==> config.mk <==
export PLATFORM = sky130hd
export DESIGN_NAME = y_stream_monitor
export DESIGN_NICKNAME = d
export VERILOG_FILES = /design/src/rtl/y_stream_monitor.sv
export SDC_FILE = /design/constraint.sdc
export NUM_CORES = 1
export LEC_CHECK = 0
export BUFFER_PORTS_ARGS = -buffer_cell sky130_fd_sc_hd__buf_4
export CAP_MARGIN = 40
export CORE_MARGIN = 2
export CORE_UTILIZATION = 43
export CTS_CLUSTER_SIZE = 30
export DETAILED_ROUTE_END_ITERATION = 16
export PLACE_DENSITY = 0.66
export SYNTH_ARGS = -nofsm -noshare
export SYNTH_HDL_FRONTEND = slang
export SYNTH_SLANG_ARGS = --single-unit
==> constraint.sdc <==
create_clock -name clk -period 1.9 [get_ports clk]
set_clock_uncertainty 0.1 [all_clocks]
set_input_delay 0.38 -clock clk [delete_from_list [all_inputs] [get_ports clk]]
set_output_delay 0.38 -clock clk [all_outputs]
set_load 0.02 [all_outputs]
==> src/rtl/y_stream_monitor.sv <==
`default_nettype none
// ============================================================================
// Module   : y_stream_monitor
// Purpose  : Serial-stream monitor with an overlapping 4-bit pattern detector,
//            a saturating match counter and an 8-bit MSB-first deserializer.
// Revision : 1.0 - initial release
// ============================================================================
module y_stream_monitor #(
  parameter logic [3:0] PATTERN = 4'b1101,
  parameter int         CNT_W   = 8
) (
  input  logic             clk,
  input  logic             reset,
  input  logic             clear,
  input  logic             en,
  input  logic             din,
  output logic             match,
  output logic [CNT_W-1:0] match_count,
  output logic [7:0]       word,
  output logic             word_valid
);

  localparam logic [1:0] ST_EMPTY = 2'd0;
  localparam logic [1:0] ST_FILL  = 2'd1;
  localparam logic [1:0] ST_ARMED = 2'd2;

  logic [1:0]       r_state;
  logic [1:0]       r_fill;
  logic [3:0]       r_hist;
  logic [2:0]       r_bitcnt;
  logic [7:0]       r_shift;
  logic [7:0]       r_word;
  logic             r_word_valid;
  logic             r_match;
  logic [CNT_W-1:0] r_match_count;

  logic [3:0]       w_hist_next;
  logic [7:0]       w_shift_next;
  logic             w_armed_next;
  logic             w_match;
  logic             w_word_done;

  assign w_hist_next  = {r_hist[2:0], din};
  assign w_shift_next = {r_shift[6:0], din};
  // The 4th sample arrives while in FILL with three samples already counted.
  assign w_armed_next = (r_state == ST_ARMED) ||
                        ((r_state == ST_FILL) && (r_fill == 2'd3));
  assign w_match      = en && w_armed_next && (w_hist_next == PATTERN);
  assign w_word_done  = en && (r_bitcnt == 3'd7);

  always_ff @(posedge clk or posedge reset) begin
    if (reset) begin
      r_state       <= ST_EMPTY;
      r_fill        <= 2'd0;
      r_hist        <= 4'd0;
      r_bitcnt      <= 3'd0;
      r_shift       <= 8'd0;
      r_word        <= 8'd0;
      r_word_valid  <= 1'b0;
      r_match       <= 1'b0;
      r_match_count <= '0;
    end else if (clear) begin
      r_state       <= ST_EMPTY;
      r_fill        <= 2'd0;
      r_hist        <= 4'd0;
      r_bitcnt      <= 3'd0;
      r_shift       <= 8'd0;
      r_word        <= 8'd0;
      r_word_valid  <= 1'b0;
      r_match       <= 1'b0;
      r_match_count <= '0;
    end else begin
      r_match      <= w_match;
      r_word_valid <= w_word_done;
      if (w_match && (r_match_count != {CNT_W{1'b1}})) begin
        r_match_count <= r_match_count + {{(CNT_W-1){1'b0}}, 1'b1};
      end
      if (en) begin
        r_hist   <= w_hist_next;
        r_shift  <= w_shift_next;
        r_bitcnt <= r_bitcnt + 3'd1;
        if (w_word_done) begin
          r_word <= w_shift_next;
        end
        case (r_state)
          ST_EMPTY: begin
            r_state <= ST_FILL;
            r_fill  <= 2'd1;
          end
          ST_FILL: begin
            if (r_fill == 2'd3) begin
              r_state <= ST_ARMED;
            end else begin
              r_fill <= r_fill + 2'd1;
            end
          end
          ST_ARMED: r_state <= ST_ARMED;
          default:  r_state <= ST_EMPTY;
        endcase
      end
    end
  end

  assign match       = r_match;
  assign match_count = r_match_count;
  assign word        = r_word;
  assign word_valid  = r_word_valid;

endmodule
`default_nettype wire

After elaboration in Yosys (flattened, before gate mapping)
Cells that the tools add are included.
{"block": "classes", "addsub": 3, "n_eq_ne": 8, "mux": 21, "n_reduce_logical": 14}
{"operator": "$mux W8", "count": 5}
{"operator": "$mux W7", "count": 2}
{"operator": "$mux W2", "count": 6}
{"operator": "$mux W3", "count": 4}
{"operator": "$add A8 B1 Y8 const B", "count": 1}
{"operator": "$ne A8 B8 Y1 const B", "count": 1}
{"operator": "$pmux W2 S3", "count": 1}
{"operator": "$reduce_bool A2 Y1", "count": 3}
{"operator": "$logic_and A1 B1 Y1", "count": 5}
{"operator": "$eq A2 B2 Y1 const B", "count": 2}
{"operator": "$eq A4 B4 Y1 const B", "count": 1}
{"operator": "$pmux W2 S2", "count": 1}
{"operator": "$reduce_and A2 Y1", "count": 2}
{"operator": "$add A3 B1 Y3 const B", "count": 1}
{"operator": "$eq A3 B3 Y1 const B", "count": 1}
{"operator": "$ne A3 B2 Y1 const B", "count": 1}
{"operator": "$ne A3 B3 Y1 const B", "count": 1}
{"operator": "$reduce_and A3 Y1", "count": 1}
{"operator": "$reduce_bool A3 Y1", "count": 1}
{"operator": "$add A2 B1 Y2 const B", "count": 1}
{"operator": "$eq A2 B1 Y1 const B", "count": 1}
{"operator": "$logic_not A2 Y1", "count": 1}
{"operator": "$mux W1", "count": 2}
{"operator": "$logic_or A1 B1 Y1", "count": 1}
{"block": "word_totals", "register_bits": 35, "out_inout_bits": 18}

Depth between registers and ports, before layout
{"block": "depth", "ltp_word": 8, "depth_mapped": 8, "mapped_depth_nobuf": 6}

Least setup slack after synthesis
Ideal clock, no wire load.
{"block": "synth_timing", "path_type": "flip-flop to flip-flop", "startpoint": "reg r_state[1]", "endpoint": "reg r_match_count[2], in the netlist match_count[2]", "setup_time_ns": 0.140, "arrival_time_ns": 1.778, "required_ns": 1.660, "slack_ns": -0.118, "path_stages_with_launch": 9, "n_path_buf": 2, "cell_sequence": "dfrtp_1 inv_1 ha_1 a21oi_1 or3_1 clkbuf_1 clkbuf_1 o311ai_0 o41ai_1"}
{"block": "synth_via", "elab_chain_cells": 7, "word_cells_on_any_way": 8, "classes_between": "eq/ne (2); reduce/logical (6)"}
{"item": "start: declaration", "line": "27", "text": "logic [1:0] r_state;"}
{"item": "start signal: assignment", "line": "53", "text": "r_state <= ST_EMPTY;"}
{"item": "start signal: assignment", "line": "63", "text": "r_state <= ST_EMPTY;"}
{"item": "start signal: assignment", "line": "87", "text": "r_state <= ST_FILL;"}
{"item": "$eq A2 B1 Y1", "line": "47", "text": "((r_state == ST_FILL) && (r_fill == 2'd3));"}
{"item": "$logic_and A1 B1 Y1", "line": "47"}
{"item": "$logic_or A1 B1 Y1 *", "line": "46", "text": "assign w_armed_next = (r_state == ST_ARMED) ||"}
{"item": "$logic_and A1 B1 Y1 * (2 in series)", "line": "48", "text": "assign w_match = en && w_armed_next && (w_hist_next == PATTERN);"}
{"item": "$logic_and A1 B1 Y1 *", "line": "75", "text": "if (w_match && (r_match_count != {CNT_W{1'b1}})) begin"}
{"item": "$reduce_bool A2 Y1 (no source line) *"}
{"item": "end signal: assignment", "line": "76", "text": "r_match_count <= r_match_count + {{(CNT_W-1){1'b0}}, 1'b1};"}
{"item": "end: declaration", "line": "35", "text": "logic [CNT_W-1:0] r_match_count;"}
Mark *: on every way between the ends. The rest lies on a longest branch, timed or not.
A chain may end at the register's enable or synchronous reset.

Worst setup path after layout
{"block": "layout_timing", "startpoint": "reg r_state[1]", "endpoint": "reg r_match_count[5], in the netlist match_count[5]"}
The elaborated chain is that of the path after synthesis.

==> impl_metrics.env <==
export IMPL_status="completed"
export IMPL_htreeDepth=2
export IMPL_ys_types=26
export IMPL_wl_per_cell_um=13.2
export IMPL_synth_top_cell_by_area="dfrtp_1"
export IMPL_vias=1225
export IMPL_rsz0062_at_grt="no"
export IMPL_worstPathArrival_ns=2.02
export IMPL_peakVddDrop_mv=0.451
export IMPL_dieHeight_um=63.3
export IMPL_setup_viol=0
export IMPL_fin_nets=195
export IMPL_grt_pass1_vias=1195
export IMPL_place_area_um2=1780
export IMPL_reg2reg_to="match_count[5]"
export IMPL_ys_warn_count=0
export IMPL_drc=0
export IMPL_tightest_slew_ns=0.420
export IMPL_cp_start_kind="flip-flop"
export IMPL_slowest_stage="or4_1"
export IMPL_grt_antenna_before_repair=0
export IMPL_fin_area_um2=1850
export IMPL_r2r_slack_ns=0.04
export IMPL_wl_um=3030
export IMPL_cts_root_buf="clkbuf_4"
export IMPL_diodes=0
export IMPL_hp_class="in -> async"
export IMPL_fmax_mhz=538
export IMPL_hpwlAfterDp_um=2200
export IMPL_tritoncts="built"
export IMPL_cp_required_ns=2.06
export IMPL_path_class="reg -> reg"
export IMPL_synth_top_area_frac=0.529
export IMPL_grt_total_usage=0.167
export IMPL_via_per_inst=5.33
export IMPL_power_leakage_uw=0.000876
export IMPL_async_flop_share=1.00
export IMPL_yosysSeqAreaShare=0.529
export IMPL_slew_viol_final=0
export IMPL_cp_end_kind="flip-flop"
export IMPL_syn_area_um2=1510
export IMPL_clock_path_buffers=2
export IMPL_ios=23
export IMPL_p_per_area_nw_per_um2=661
export IMPL_die_area_um2=4010
export IMPL_period_needed_ns=1.86
export IMPL_grt_overflow_total=0
export IMPL_grt_max_degree=33
export IMPL_fin_crit_sh=0.979
export IMPL_first_pass_iters=4
export IMPL_ys_flop_type="dfrtp_1"
export IMPL_utilization=0.549
export IMPL_reg2reg_from="r_state[1]"
export IMPL_hold_viol=0
export IMPL_core_um2=3360
export IMPL_path_clk_slew_ns=0.10
export IMPL_clk_latency_ns=0.34
export IMPL_maxCapViolCount=0
export IMPL_layout_common_cells="32 x buf_4, 32 x dfrtp_1, 16 x nand2_1, 16 x nor2_1, 14 x a21oi_1"
export IMPL_postSynthCellCount=152
export IMPL_syn_nets=164
export IMPL_start_util=0.450
export IMPL_cts_inserted_buffers=5
export IMPL_syn_to_final_growth_pct=22.1
export IMPL_clock_sink_count=32
export IMPL_postSynthAreaPerCell_um2=9.96
export IMPL_holdBufCountCts=0
export IMPL_grt_pass1_wl_um=5230
export IMPL_max_slew_margin=0.717
export IMPL_path_cells="inv_2 > ha_2 > a21oi_1 > or3_4 > or4_1 > a21oi_1"
export IMPL_path_common_cell="a21oi_1"
export IMPL_r2r_cells=6
export IMPL_io_buffer_count=22
export IMPL_rows=21
export IMPL_final_antenna_net_count=0
export IMPL_max_stage_delay_ns=0.48
export IMPL_layout_drive_gt1_share=0.250
export IMPL_synth_area_leaders="dfrtp_1 53%, mux2i_1 7.3%, ha_1 5.8%"
export IMPL_critPathMaxFanout=12
export IMPL_ys_ff_latch=32
export IMPL_drt_first_iter_violations=80
export IMPL_place_gp_congestion=0.763
export IMPL_die_w_um=63.3
export IMPL_synth_edf_count=0
export IMPL_whs_ns=0.0241
==> report_power, final <==
group          internal, µW  switching [µW]  total (µW)
clock                   142             241         382
sequential              696            11.9         708
combinational          56.4            74.5         131
==> cell type report <==
type,count,area (µm²)
Clock inverter,3,18.8
Inverter,8,30.0
Sequential cell,32,801
Multi-Input combinational cell,104,663
Fill cell,331,1520
Clock buffer,5,37.5
Timing Repair Buffer,32,240
Tap cell,46,57.6
==> synth_stat cells, drive strengths merged (5+ instances only) <==
master,number
dfrtp,32
nand2,16
nor2,16
a21oi,14
nand3,12
mux2i,11
inv,8
ha,7
clkbuf,5
o21ai,5
==> how the worst max path moves through the flow <==
stage	startpoint	endpoint	slack [ns]	depth (start not counted)
after global placement	r_state[1]	match_count[5]	-0.003	6
after global routing	r_state[0]	match_count[5]	0.002	6
after CTS	r_state[1]	match_count[5]	0.03	6
after floorplan	r_state[1]	match_count[2]	0.03	8
after detailed placement	r_state[1]	match_count[5]	-0.04	6
final	r_state[1]	match_count[5]	0.04	6
==> stage by stage <==
step	total power, µW	TNS [ns]	setup WS [ns]	cells
floorplan	803	0	0.0291	152
global placement	840	-0.00275	-0.00275	222
detailed placement	853	-0.0366	-0.0366	222
CTS	1240	0	0.0288	230
global route	1290	0	0.00164	230
finish	1220	0	0.0404	230
==> state kept, by name, summed over array words and instances, names as in the netlist <==
| register | count |
|---|---|
| r_fill | 2 |
| word_valid | 1 |
| r_state | 2 |
| match | 1 |
| r_bitcnt | 3 |
| r_hist | 2 |
| match_count | 8 |
| r_shift | 5 |
| word | 8 |
==> critical path, delay by kind of cell (launching register included) <==
| family | cells | cell delay, ns |
|---|---|---|
| and+or+nand+nor | 2 | 0.87 |
| adders and majority gates | 1 | 0.17 |
| DFF | 1 | 0.40 |
| buffers and inverters | 1 | 0.06 |
| AOI/OAI and AO/OA | 2 | 0.19 |
==> cell families (layout without fill, tap and decap cells) <==
group,count (synthesis),after routing,share of synthesized area
buf+inv,16,48,0.0397
compound gates,31,31,0.129
fa+ha+maj,7,7,0.0578
simple gates,53,53,0.159
xor+xnor,1,1,0.00579
mux,12,12,0.0802
flops,32,32,0.529
==> metal layers <==
layer	global-route usage	share of wire	vias to the layer above
met5	0	0	-
met4	0.0734	0.021	0
met3	0.0554	0.044	7
met2	0.283	0.50	22
met1	0.193	0.43	594
li1	-	-	602
==> timing repair <==
item | CTS | global route
buffers inserted | 0 | 0
pin swaps | 0 | 0
resized for setup | 1 | 4
setup endpoints to repair | 4 | 3
(Power assumes the default switching activity.)
